### src/rtl/alu_immediate_issue_stage_pkg.sv
// rv32i_opimm_pkg: shared OP-IMM constants, funct3 codes, issue-stage state enum and funct3 support check.
package rv32i_opimm_pkg;

    localparam int          RV_XLEN      = 32;
    localparam logic [6:0]  OPIMM_OPCODE = 7'b0010011;

    localparam logic [2:0]  F3_ADDI  = 3'd0;
    localparam logic [2:0]  F3_SLLI  = 3'd1;
    localparam logic [2:0]  F3_SLTI  = 3'd2;
    localparam logic [2:0]  F3_SLTIU = 3'd3;
    localparam logic [2:0]  F3_XORI  = 3'd4;
    localparam logic [2:0]  F3_SRXI  = 3'd5;
    localparam logic [2:0]  F3_ORI   = 3'd6;
    localparam logic [2:0]  F3_ANDI  = 3'd7;

    typedef enum logic [2:0] {
        ST_IDLE,
        ST_READ,
        ST_EXEC,
        ST_CAPT,
        ST_WB
    } state_t;

    // Shifts (SLLI/SRLI/SRAI) are not handled by the downstream ALU.
    function automatic logic is_supported_funct3(input logic [2:0] f3);
        return (f3 == F3_ADDI) || (f3 == F3_SLTI) || (f3 == F3_SLTIU) ||
               (f3 == F3_XORI) || (f3 == F3_ORI)  || (f3 == F3_ANDI);
    endfunction

endpackage

### src/rtl/alu_immediate_issue_stage_decoder.sv
// opimm_decoder: splits an I-type word into rs1/rd/funct3/sign-extended imm and flags unsupported words.
module opimm_decoder
    import rv32i_opimm_pkg::*;
#(
    parameter int         XLEN   = RV_XLEN,
    parameter logic [6:0] OPCODE = OPIMM_OPCODE
) (
    input  logic [31:0]     instr_i,
    output logic [4:0]      rs1_o,
    output logic [4:0]      rd_o,
    output logic [2:0]      funct3_o,
    output logic [XLEN-1:0] imm_o,
    output logic            illegal_o
);

    assign rs1_o     = instr_i[19:15];
    assign rd_o      = instr_i[11:7];
    assign funct3_o  = instr_i[14:12];
    assign imm_o     = {{(XLEN-12){instr_i[31]}}, instr_i[31:20]};
    assign illegal_o = (instr_i[6:0] != OPCODE) || !is_supported_funct3(instr_i[14:12]);

endmodule

### src/rtl/alu_immediate_issue_stage.sv
// alu_immediate_issue_stage: issues one OP-IMM instruction at a time to the immediate ALU and writes its result back.
// Optional feature macro: OPIMM_RETIRE_COUNTER_EN (enables the retired_count counter).
module alu_immediate_issue_stage
    import rv32i_opimm_pkg::*;
#(
    parameter int         XLEN         = RV_XLEN,
    parameter logic [6:0] OPCODE_OPIMM = OPIMM_OPCODE
) (
    input  logic            clock,
    input  logic            reset_n,
    input  logic            instr_valid,
    output logic            instr_ready,
    input  logic [31:0]     instr,
    output logic [4:0]      rf_read_index,
    input  logic [XLEN-1:0] rf_read_value,
    output logic            alu_enable,
    output logic [2:0]      alu_funct3,
    output logic [XLEN-1:0] alu_rs1_value,
    output logic [XLEN-1:0] alu_immediate,
    input  logic [XLEN-1:0] alu_rd_value,
    output logic            rf_write_enable,
    output logic [4:0]      rf_write_index,
    output logic [XLEN-1:0] rf_write_value,
    output logic            illegal_instr,
    output logic [31:0]     retired_count
);

    state_t          state_q, state_d;
    logic [4:0]      rs1_q, rd_q;
    logic [2:0]      funct3_q;
    logic [XLEN-1:0] imm_q, rs1_value_q, result_q;
    logic            illegal_q;

    logic [4:0]      dec_rs1, dec_rd;
    logic [2:0]      dec_funct3;
    logic [XLEN-1:0] dec_imm;
    logic            dec_illegal;
    logic            take;

    opimm_decoder #(
        .XLEN   (XLEN),
        .OPCODE (OPCODE_OPIMM)
    ) u_dec (
        .instr_i   (instr),
        .rs1_o     (dec_rs1),
        .rd_o      (dec_rd),
        .funct3_o  (dec_funct3),
        .imm_o     (dec_imm),
        .illegal_o (dec_illegal)
    );

    assign take = (state_q == ST_IDLE) && instr_valid;

    // State register; async reset drops any in-flight instruction.
    always_ff @(posedge clock or negedge reset_n) begin
        if (!reset_n) state_q <= ST_IDLE;
        else          state_q <= state_d;
    end

    // Next-state and per-state strobes.
    always_comb begin
        state_d         = state_q;
        instr_ready     = 1'b0;
        alu_enable      = 1'b0;
        rf_write_enable = 1'b0;
        case (state_q)
            ST_IDLE: begin
                instr_ready = 1'b1;
                if (instr_valid && !dec_illegal) state_d = ST_READ;
            end
            ST_READ: state_d = ST_EXEC;
            ST_EXEC: begin
                alu_enable = 1'b1;
                state_d    = ST_CAPT;
            end
            ST_CAPT: state_d = ST_WB;
            ST_WB: begin
                rf_write_enable = (rd_q != 5'd0);
                state_d         = ST_IDLE;
            end
            default: state_d = ST_IDLE;
        endcase
    end

    // Operand, result and illegal-pulse latches; fields only change on a legal accept.
    always_ff @(posedge clock or negedge reset_n) begin
        if (!reset_n) begin
            rs1_q       <= '0;
            rd_q        <= '0;
            funct3_q    <= '0;
            imm_q       <= '0;
            rs1_value_q <= '0;
            result_q    <= '0;
            illegal_q   <= 1'b0;
        end else begin
            illegal_q <= take && dec_illegal;
            if (take && !dec_illegal) begin
                rs1_q    <= dec_rs1;
                rd_q     <= dec_rd;
                funct3_q <= dec_funct3;
                imm_q    <= dec_imm;
            end
            if (state_q == ST_READ) rs1_value_q <= rf_read_value;
            if (state_q == ST_CAPT) result_q    <= alu_rd_value;
        end
    end

    // The regfile samples the index on the accept edge, so the live rs1 is shown while a word is offered.
    assign rf_read_index  = take ? dec_rs1 : rs1_q;
    assign alu_funct3     = funct3_q;
    assign alu_rs1_value  = rs1_value_q;
    assign alu_immediate  = imm_q;
    assign rf_write_index = (state_q == ST_WB) ? rd_q : 5'd0;
    assign rf_write_value = (state_q == ST_WB) ? result_q : '0;
    assign illegal_instr  = illegal_q;

`ifdef OPIMM_RETIRE_COUNTER_EN
    logic [31:0] count_q, count_d;

    assign count_d = (state_q == ST_WB) ? count_q + 32'd1 : count_q;

    // Retire counter, wraps silently; illegal words never reach WB.
    always_ff @(posedge clock or negedge reset_n) begin
        if (!reset_n) count_q <= '0;
        else          count_q <= count_d;
    end

    assign retired_count = count_q;
`else
    assign retired_count = 32'd0;
`endif

endmodule
### config.mk
export PLATFORM = sky130hd
export DESIGN_NAME = alu_immediate_issue_stage
export DESIGN_NICKNAME = d
export VERILOG_FILES = /design/src/rtl/alu_immediate_issue_stage_pkg.sv /design/src/rtl/alu_immediate_issue_stage_decoder.sv /design/src/rtl/alu_immediate_issue_stage.sv
export SDC_FILE = /design/constraint.sdc
export NUM_CORES = 1
export LEC_CHECK = 0
export CELL_PAD_IN_SITES_DETAIL_PLACEMENT = 0
export CELL_PAD_IN_SITES_GLOBAL_PLACEMENT = 1
export CORE_MARGIN = 2
export CORE_UTILIZATION = 32
export DETAILED_ROUTE_END_ITERATION = 16
export PLACE_DENSITY = 0.9
export RECOVER_POWER = 25
export SETUP_SLACK_MARGIN = 0.2
export SLEW_MARGIN = 10
export SYNTH_ARGS = -nofsm -noshare
export SYNTH_HDL_FRONTEND = slang
export SYNTH_SLANG_ARGS = --single-unit
### constraint.sdc
create_clock -name clock -period 3.5 [get_ports clock]
set_clock_uncertainty 0.1 [all_clocks]
set_input_delay 0.7 -clock clock [delete_from_list [all_inputs] [get_ports clock]]
set_output_delay 0.7 -clock clock [all_outputs]
set_load 0.05 [all_outputs]
# Word level (Yosys, flattened, before mapping)
# Cells that the tools add are included.
dict set report totals {
  regBits 93
  input_bits 99
}
dict set report op_classes {
  n_eq_ne 11
  muxes 8
  n_reduce_logical 15
}
# cell n
set ops {}
lappend ops {{2-to-1 mux 32 bit} 1}
lappend ops {{equality test 3 x 2 -> 1 bit (second input constant)} 4}
lappend ops {{equality test 3 bit (second input constant)} 4}
lappend ops {{one-hot mux 3 bit (4 select lines)} 1}
lappend ops {{2-to-1 mux 5 bit} 2}
lappend ops {{inequality test 7 x 5 -> 1 bit (second input constant)} 1}
lappend ops {{logical NOT 3 bit} 2}
lappend ops {{logical OR 1 bit} 6}
lappend ops {{nonzero test 5 bit} 1}
lappend ops {{logical AND 1 bit} 4}
lappend ops {{equality test 3 x 1 -> 1 bit (second input constant)} 1}
lappend ops {{2-to-1 mux 1 bit} 3}
lappend ops {{2-to-1 mux 3 bit} 1}
lappend ops {{logical NOT 1 bit} 2}
lappend ops {{inequality test 2 x 1 -> 1 bit (second input constant)} 1}

# Logic depth before layout (Yosys ltp)
# Gate-level depths: netlist of run 1.
dict set report logic_depth {
  depth_word 12
  mapped_depth 5
  mapped_depth_nobuf 3
}

# Hierarchy
# From an unflattened synthesis of run 1, not the netlist that was laid out.
dict set report hier_totals {
  hier_cells 379
  area_unflattened_um2 5357.6
}
# module n_inst cells_each area_each_um2
set modules_own_cells {}
lappend modules_own_cells {alu_immediate_issue_stage 1 330 4986.0}
lappend modules_own_cells {opimm_decoder 1 49 371.6}

# Worst setup path after synthesis of run 1
# No wires, ideal clock.
dict set report synth_timing {
  path_kind {register to output}
  start {register state_q[2]}
  end {output alu_enable}
  t_arrival_ns 1.725
  t_required_ns 2.700
  setup_slack_ns 0.975
  path_stages_with_launch 3
  n_path_buf 1
  cell_sequence {dfrtp_1 clkbuf_1 nor3b_1}
}
dict set report synth_between {
  elab_chain_cells 2
}
# element line_no
set synth_rtl {}
lappend synth_rtl {{start, declared} alu_immediate_issue_stage.sv:28} ;# state_t state_q, state_d;
lappend synth_rtl {{start signal, assigned} alu_immediate_issue_stage.sv:57} ;# else state_q <= state_d;
lappend synth_rtl {{equality test 3 x 2 -> 1 bit} alu_immediate_issue_stage.sv:66} ;# case (state_q)
lappend synth_rtl {{2-to-1 mux 1 bit} alu_immediate_issue_stage.sv:66}
lappend synth_rtl {{end, declared} alu_immediate_issue_stage.sv:16} ;# output logic alu_enable,
# No other way between the ends.

# Worst setup path after layout of run 1
dict set report layout_timing {
  start {register state_q[2]}
  end {output rf_write_value[6]}
}
dict set report layout_between {
  elab_chain_cells 2
}
# element line_no
set layout_rtl {}
lappend layout_rtl {{equality test 3 bit} alu_immediate_issue_stage.sv:114} ;# assign rf_write_value = (state_q == ST_WB) ? result_q : '0;
lappend layout_rtl {{2-to-1 mux 32 bit} alu_immediate_issue_stage.sv:114}
lappend layout_rtl {{end, declared} alu_immediate_issue_stage.sv:23} ;# output logic [XLEN-1:0] rf_write_value,
# No other way between the ends.

==> run_results.csv, run 1 <==
group,metric,value,unit
critical_path,reg2regPathDepth,5,
finish,nNetsFinal,602,
global_route,grtUsageTotal,13.9,%
sta,drv_slew,94,
critical_path,crit_chain,"nor3b_2 > buf_4 > and2_1 > clkdlybuf4s50_1",
min_path,worstHoldEndpoint,"result_q[19]$_DFFE_PN0P_",
min_path,min-delay-start,"result_q[19]$_DFFE_PN0P_",
floorplanning,die-area,14500,um2
synth,synth.avg_cell_area,14.0,um2
clock_network,cts_resized,0,
clock_network,hold_buffers,0,
finish,area_growth,52.5,%
min_path,hold_path_class,"register to register",
critical_path,max_stage_delay,0.80,ns
run_status,status,"finished, violations left",
routing,firstDrtPassIters,4,
synth,ys_ff_latch,93,
clock_network,clock_path_buffers,2,
clock_network,cts_tree,"done",
routing,wl_per_cell,14.5,um
floorplanning,rows,42,
critical_path,cp.arrival,2.36,ns
critical_path,worst_setup_path_start_kind,"register",
floorplanning,core_area,13200,um2
critical_path,rrSetupSlack,1.60,ns
sta,rsz0062_at_grt,"no",
power,powerDensity,812,nW/um2
clock_network,post_cts_buffers,0,
sta,worstMarginPinSlew,2.30,ns
routing,wl,9930,um
finish,postLayoutCoreUtil,49.9,%
global_route,grt_max_degree,94,
power,total_leakage_power,2.95,nW
floorplanning,pin_count,244,
critical_path,cp.required,2.70,ns
placement,gp_congestion,0.728,
clock_network,clock_latency,0.34,ns
floorplanning,dieHeight,120,um
finish,post_route_cells_drive_above_1_share,29.2,%
synth,synth_cells,310,
clock_network,htree_num_levels,3,
routing,routed_via_density,4.29,
routing,dr_total_vias,2928,
critical_path,cp_max_fo,38,
sta,hold_violations,0,
placement,place_hpwl,7330,um
global_route,grt-ovfl-total,0,
critical_path,slowest_stage,"clkdlybuf4s50_1",
routing,drt_iter0_markers,85,
run_status,violations,"max-capacitance violations, max-slew violations",
clock_network,cts-buffers-inserted,9,
routing,drc,0,
critical_path,crit_type,"register to primary output",
global_route,grt_pass1_vias,3065,
floorplanning,start_util,32.7,%
sta,setup_tns,0,ns
synth,ys_types,23,
power,ir_drop,0.577,mV
clock_network,cts_sinks,93,
sta,setup_viol,0,
critical_path,rr_startpoint,"state_q[1]$_DFFE_PN0P_",
synth,yosys_warnings,0,
synth,netlist_area,4330,um2
placement,placed_area,6300,um2
sta,max_slew_margin,-53.5,%
clock_network,cts_root_buf,"clkbuf_16",
flow_run,cap_violations,1,
global_route,grt_first_pass_wirelength,15600,um
clock_network,clkSlewWorstSetupHoldPaths,0.06,ns
synth,seq_area_frac_synth,53.7,%
placement,io_buffers,211,
min_path,min_path_cells,1,
global_route,antenna_found_initial,0,
critical_path,r2r-end,"rs1_q[1]$_DFFE_PN0P_",
sta,holdWs,0.397,ns
finish,diodes,0,
floorplanning,dieWidth,120,um
critical_path,endpoint_kind,"primary output",
power,p_total,5.37,mW
sta,final.min_clock_period,3.16,ns
sta,fmax,0.316,GHz
sta,fin_crit_sh,90.3,%
finish,postLayoutCellArea,6610,um2
routing,ant_nets,0,
-- cell type report --
type / instances / area [um2]
Clock inverter: 3 / 43.8
Inverter: 1 / 3.75
Clock buffer: 12 / 267
Multi-Input combinational cell: 180 / 1650
Timing Repair Buffer: 218 / 2090
Sequential cell: 93 / 2330
Tap cell: 176 / 220
Fill cell: 1174 / 6640
-- power breakdown --
part	switching, mW	total (mW)	internal [mW]
sequential	0.229	1.73	1.50
combinational	1.57	2.63	1.06
clock	0.399	1.01	0.608
-- sequential cells by signal (all words and copies together), names as in the netlist --
name,flops
alu_immediate,12
result_q,32
alu_rs1_value,32
illegal_instr,1
rs1_q,5
state_q,3
rd_q,5
alu_funct3,3
-- worst max-delay path, delay by kind of cell (launching register included) --
kind	cells	cell delay (ns)
DFF	1	0.50
and+or+nand+nor	2	0.40
buffers and inverters	2	1.11
-- Yosys cell counts (all sizes together) --
library cell,number,area [um2]
mux2,94,1130
dfrtp,93,2330
buf,62,459
and2,38,238
clkbuf,5,18.8
nor3b,4,35.0
nor3,2,10.0
a41oi,1,8.76
conb,1,3.75
inv,1,3.75
nand2b,1,6.26
nand3,1,5.00
nand3b,1,7.51
nand4,1,21.3
nor4b,1,23.8
nor4bb,1,10.0
o21a,1,7.51
or2,1,6.26
or4,1,7.51
-- cell families after synthesis --
logic type | Yosys count | share of synthesized area, %
other cells | 1 | 0.0865
mux | 94 | 26.2
flops | 93 | 53.7
simple gates | 52 | 8.55
buf+inv | 68 | 11.1
compound gates | 2 | 0.375
-- worst max path at each step --
stage	from	to	slack, ns	cells after the start
final	state_q[2]$_DFFE_PN0P_	rf_write_value[6]	0.34	4
after global routing	state_q[2]$_DFFE_PN0P_	rf_write_value[2]	0.21	4
after detailed placement	instr_valid	rf_read_index[0]	0.56	5
after floorplan	state_q[2]$_DFFE_PN0P_	alu_enable	0.97	2
after global placement	instr_valid	rf_read_index[4]	0.59	5
after CTS	state_q[2]$_DFFE_PN0P_	rf_write_value[6]	0.30	4
-- routing by layer --
layer	up-vias	part of all wire, %	track usage (%)
li1	1342	-	-
met4	0	2.3	6.69
met3	17	9.7	5.09
met1	1416	40	16.0
met2	153	48	22.8
met5	-	0	0
-- per-stage QoR --
step,std cells,setup slack (ns)
2_1_floorplan,341,0.975
3_3_place_gp,668,0.587
3_5_place_dp,668,0.563
4_1_cts,683,0.300
5_1_grt,683,0.211
6_report,683,0.338
-- cells in the final DEF, fill, tap and decap left out, types with 2 or more instances in the layout --
cell type / n
clkdlybuf4s50_1: 184
dfrtp_1: 93
mux2_2: 74
and2_1: 38
buf_4: 33
conb_1: 32
mux2_4: 20
clkbuf_16: 9
clkbuf_8: 3
nor3_1: 2
nor3b_1: 2
No activity file was read; power rests on OpenSTA's default activity.
==> run 2: changes to the inputs <==
--- a/config.mk
+++ b/config.mk
@@ -12,7 +12,7 @@
 export DETAILED_ROUTE_END_ITERATION = 16
 export PLACE_DENSITY = 0.9
 export RECOVER_POWER = 25
-export SETUP_SLACK_MARGIN = 0.2
+export SETUP_SLACK_MARGIN = 0.05
 export SLEW_MARGIN = 10
 export SYNTH_ARGS = -nofsm -noshare
 export SYNTH_HDL_FRONTEND = slang
==> results of run 2 <==
Final layout, timing and power as in run 1 (identical DEF).
==> run 3: changes to the inputs <==
==> constraint.sdc (replaced) <==
create_clock -name clock -period 3.9 [get_ports clock]
set_clock_uncertainty 0.1 [all_clocks]
set_input_delay 0.78 -clock clock [delete_from_list [all_inputs] [get_ports clock]]
set_output_delay 0.78 -clock clock [all_outputs]
set_load 0.05 [all_outputs]
==> run 3 against run 2 <==
  * The flow still finishes with violations (max-capacitance violations, max-slew violations)
  * Sequential share of layout area decreased by 0.21 points
  * Cell count decreased by 0.15%
  * Non-clock buffer count decreased by 3
  * Worst setup slack improved by 0.24 ns
  * Critical path depth unchanged
  * Clock power decreased by 9%
  * Total power decreased by 9.8%
  * First-iteration DRC count decreased by 7.1%
  * Cell area increased by 0.59%
  * Hold slack about the same
  * Utilization increased by 0.29 points
  * Register-to-register slack got worse by 0.16 ns
  * Critical path type is now input pin to primary output
==> run_results.csv, run 3 (synthesis results as in run 1) <==
group,metric,value,unit
clock_network,cts_root_buf,"clkbuf_16",
finish,mostFrequentLayoutCell,"clkdlybuf4s50_1",
routing,wl_per_cell,14.7,um
finish,post_route_cells_drive_above_1_share,24.6,%
global_route,grtUsageTotal,13.9,%
clock_network,clock_latency,0.34,ns
finish,n_fill_cell,1179,
finish,most-common-layout-cells,"clkdlybuf4s50_1 (205), dfrtp_1 (93), mux2_2 (74)",
sta,final.min_clock_period,3.32,ns
clock_network,htree_num_levels,3,
finish,seq_area,2330,um2
critical_path,crit_buf_inv,2,
sta,setup_tns,0,ns
critical_path,slowest_stage,"nor4b_4",
floorplanning,dieWidth,120,um
floorplanning,rows,42,
critical_path,cp.arrival,2.44,ns
placement,placed_area,6330,um2
routing,routed_via_density,4.27,
global_route,grt_first_pass_wirelength,15800,um
clock_network,cts_resized,0,
critical_path,endpoint_kind,"primary output",
global_route,grt_pass1_vias,3114,
floorplanning,pin_count,244,
finish,stdcell_count,682,
routing,ant_nets,0,
finish,postLayoutCellArea,6650,um2
finish,nNetsFinal,599,
run_status,status,"finished, violations left",
clock_network,cts-buffers-inserted,9,
run_status,violations,"max-capacitance violations, max-slew violations",
routing,dr_total_vias,2912,
sta,hold_violations,0,
power,ir_drop,0.545,mV
global_route,grt_max_degree,94,
finish,multi_input_area,1650,um2
critical_path,max_stage_delay,0.57,ns
critical_path,worst_setup_path_start_kind,"input pin",
global_route,grt-ovfl-total,0,
sta,setup_slack,0.580,ns
clock_network,clock_path_buffers,2,
placement,gp_congestion,0.735,
routing,firstDrtPassIters,4,
power,powerDensity,728,nW/um2
clock_network,clkSlewWorstSetupHoldPaths,0.06,ns
placement,place_hpwl,7370,um
placement,dp.cells,665,
placement,post-place-ws,0.567,ns
floorplanning,core_area,13200,um2
routing,drt_iter0_markers,79,
finish,area_growth,53.4,%
sta,fin_crit_sh,85.1,%
sta,drv_slew,94,
global_route,antenna_found_initial,2,
power,total_leakage_power,2.89,nW
floorplanning,die-area,14500,um2
floorplanning,start_util,32.7,%
routing,wl,10100,um
flow_run,cap_violations,1,
clock_network,cts_tree,"done",
sta,worstMarginPinSlew,2.32,ns
routing,drc,0,
sta,rsz0062_at_grt,"no",
placement,io_buffers,211,
floorplanning,dieHeight,120,um
sta,max_slew_margin,-54.4,%
min_path,hold_path_class,"register to register",
power,p_total,4.84,mW
clock_network,hold_buffers,0,
clock_network,cts_sinks,93,
clock_network,post_cts_buffers,0,
critical_path,crit_chain,"clkdlybuf4s50_1 > nor4b_4 > mux2_2 > buf_4",
critical_path,cp_top_family,"buffers and inverters",
sta,setup_viol,0,
sta,fmax,0.301,GHz
critical_path,cp_max_fo,7,
critical_path,cp.required,3.02,ns
critical_path,crit_type,"input pin to primary output",
run 3: final cells by class:
type	count	area share, %
clock buffer	10	3.45
clock inverter	6	1.32
inverter	1	0.0565
sequential	93	35.0
multi-input combinational	180	24.8
antenna	1	0.0377
tap	176	3.31
timing repair buffer	215	32.0
run 3: metal layers:
metal  vias to the layer above  share of wire [%]  wire length (um)  GRT usage, %
li1                       1345                  -                 -             -
met5                         -                  0                 0             0
met4                         0                1.8               177          5.81
met2                       152                 48              4830          22.9
met3                        15                 10              1010          5.71
met1                      1400                 40              4040          15.9
run 3: per-stage QoR:
| step | util (%) | hold slack (ns) |
|---|---|---|
| 6_report | 50.2 | 0.396 |
| 2_1_floorplan | - | 0.371 |
| 3_3_place_gp | 47.8 | 0.378 |
| 4_1_cts | 50.2 | 0.399 |
| 5_1_grt | 50.2 | 0.409 |
| 3_5_place_dp | 47.8 | 0.384 |
run 3: power breakdown:
group	switching, mW	internal, mW	total (mW)
clock	0.362	0.562	0.924
sequential	0.211	1.35	1.56
combinational	1.40	0.957	2.36
total	1.98	2.87	4.84
run 3: worst paths after layout:
check | from | endpoint | slack, ns | cells past startpoint
worst max-delay path | instr_valid | rf_read_index[1] | 0.58 | 4
worst min register to register | result_q[12]$_DFFE_PN0P_ | result_q[12]$_DFFE_PN0P_ | 0.40 | 1
max in group asynchronous | reset_n | rs1_q[2]$_DFFE_PN0P_ | 1.31 | 1
worst max register to register | state_q[1]$_DFFE_PN0P_ | rs1_q[1]$_DFFE_PN0P_ | 1.44 | 4
min in group asynchronous | reset_n | alu_rs1_value[10]$_DFFE_PN0P_ | 1.04 | 1
worst min-delay path | result_q[12]$_DFFE_PN0P_ | result_q[12]$_DFFE_PN0P_ | 0.40 | 1
==> patch (config.mk and constraints of run 1) <==
Re-encode `state_t` (5 states) as Gray code, 3 bits wide.
--- a/src/rtl/alu_immediate_issue_stage_pkg.sv
+++ b/src/rtl/alu_immediate_issue_stage_pkg.sv
@@ -14,11 +14,11 @@
     localparam logic [2:0]  F3_ANDI  = 3'd7;
 
     typedef enum logic [2:0] {
-        ST_IDLE,
-        ST_READ,
-        ST_EXEC,
-        ST_CAPT,
-        ST_WB
+        ST_IDLE = 3'b000,
+        ST_READ = 3'b001,
+        ST_EXEC = 3'b011,
+        ST_CAPT = 3'b010,
+        ST_WB   = 3'b110
     } state_t;
 
     // Shifts (SLLI/SRLI/SRAI) are not handled by the downstream ALU.
Function: same outputs for any inputs over 10 cycles, from zero or initial values and one cycle with reset_n low; not proved beyond that.
==> patch against run 1 <==
  * The run still ends with capacitance limit, slew limit left
  * Non-clock buffer count is 1 lower
  * Power fell by 10%
  * Area after synthesis is essentially flat
  * Final area shrank 0.78%
  * Sequential cell count unchanged
  * Critical path depth grew 1
  * Setup slack improved by 0.22 ns
  * Wire length is 1.6% higher
  * Critical path type is now in2out
  * Largest cell class unchanged
==> patch: results (changes against run 1) <==
Flow run
  • Max-cap viol count: 1 (unchanged)

Setup path
  • Critical-path maximum fanout: 7 (-82%)
  • Crit path largest cell delay: 0.48 ns (-0.32 ns)
  • Highest-delay cell along the critical path: clkdlybuf4s50_1
  • Setup crit start: instr_valid
  • CP Class: in2out
  • WP data arrival: 2.15 ns (-0.21 ns)

Global route
  • All-Layer GR Usage: 13.99% (+0.13 points)
  • Vias in the first global route: 3,067 (+0.065%)
  • Grt met1 use: 16.84% (+0.89 points)
  • Global Route met3 Usage: 5.377% (+0.28 points)
  • First-pass GRT wire length: 15.89 mm (+2.1%)

Worst hold path
  • Hold wc startpoint: result_q[18]

Status
  • Status: finished, violations left
  • Failing checks: capacitance limit, slew limit

Power
  • Internal Pwr Total: 2.888 mW (-8.9%)
  • Leak: 3.036 nW (+2.9%)
  • Worst ir drop on vdd: 0.4172 mV (-28%)

Timing
  • Worst Max-Slew Pin Slew: 2.296 ns (-0.005931 ns)
  • Pins Over Slew Limit: 94 (unchanged)

Place
  • Hpwl dp: 7.447 mm (+1.6%)
  • Worst slack, placed: 0.5474 ns (-0.01522 ns)
  • Placed inst area: 0.006274 mm² (-0.42%)
  • GPL Wtd Cong: 0.7087 (-2.6%)

Drt
  • Final wirelength: 10.09 mm (+1.6%)
  • Starting DRT DRC Count: 72 (-15%)
  • Vias per cell: 4.281 (-0.15%)

Logic synthesis
  • Synth top area cells: dfrtp_1, mux2_2, buf_4
  • Sequential fraction of the synthesis area: 53.66% (about the same)
  • Synth cell types: 24 (+4.3%)
  • Mapped Cells: 311 (+0.32%)

Final layout
  • Fraction of layout cells with a size suffix above 1: 32.28% (+3.1 points)

Clocking
  • Clk_lat worst skew: 0.34 ns (about the same)
==> patch: per-layer routing <==
metal | wire length [µm] | part of all wire, %
met5 | 0 | 0
met4 | 166 | 1.6
met3 | 1012 | 10
met2 | 4883 | 48
met1 | 4027 | 40
==> patch: final timing paths <==
| kind | endpoint | slack (ns) | cells after the start |
|---|---|---|---|
| max | rf_read_index[4] | 0.55 | 5 |
| min | result_q[18] | 0.40 | 1 |
| max reg2reg | result_q[19] | 1.45 | 3 |
| min reg2reg | result_q[18] | 0.40 | 1 |
| max in group asynchronous | result_q[2] | 0.88 | 2 |
| min in group asynchronous | alu_rs1_value[10] | 1.02 | 2 |
==> patch: cell type report <==
cell class / instances / area, µm²
fillers: 1189 / 6686
clock buffers: 9 / 225.2
well taps: 176 / 220.2
flip-flops and latches: 93 / 2327
clock inverters: 7 / 72.57
multi-input cells: 181 / 1650
repair buffers: 217 / 2057
inverters: 1 / 3.754
==> patch: power by group through the flow <==
stage | Combinational (mW) | Clock, mW | Sequential (mW)
final | 2.14 | 0.985 | 1.68
after CTS | 2.17 | 1.02 | 1.68
after global placement | 2.13 | 0 | 1.67
after global routing | 2.24 | 1.06 | 1.73
after floorplan | 0.866 | 0 | 2.29
after detailed placement | 2.16 | 0 | 1.70
==> patch: cell families (layout without fill, tap and decap cells) <==
family | after synthesis | after routing | share of synthesized area (%)
multiplexers | 94 | 94 | 26.14
flip-flops | 93 | 93 | 53.66
buffers and inverters | 68 | 234 | 11.11
AND/OR/NAND/NOR | 51 | 51 | 7.790
AO/OA/AOI/OAI | 4 | 4 | 1.212
other | 1 | 32 | 0.08647
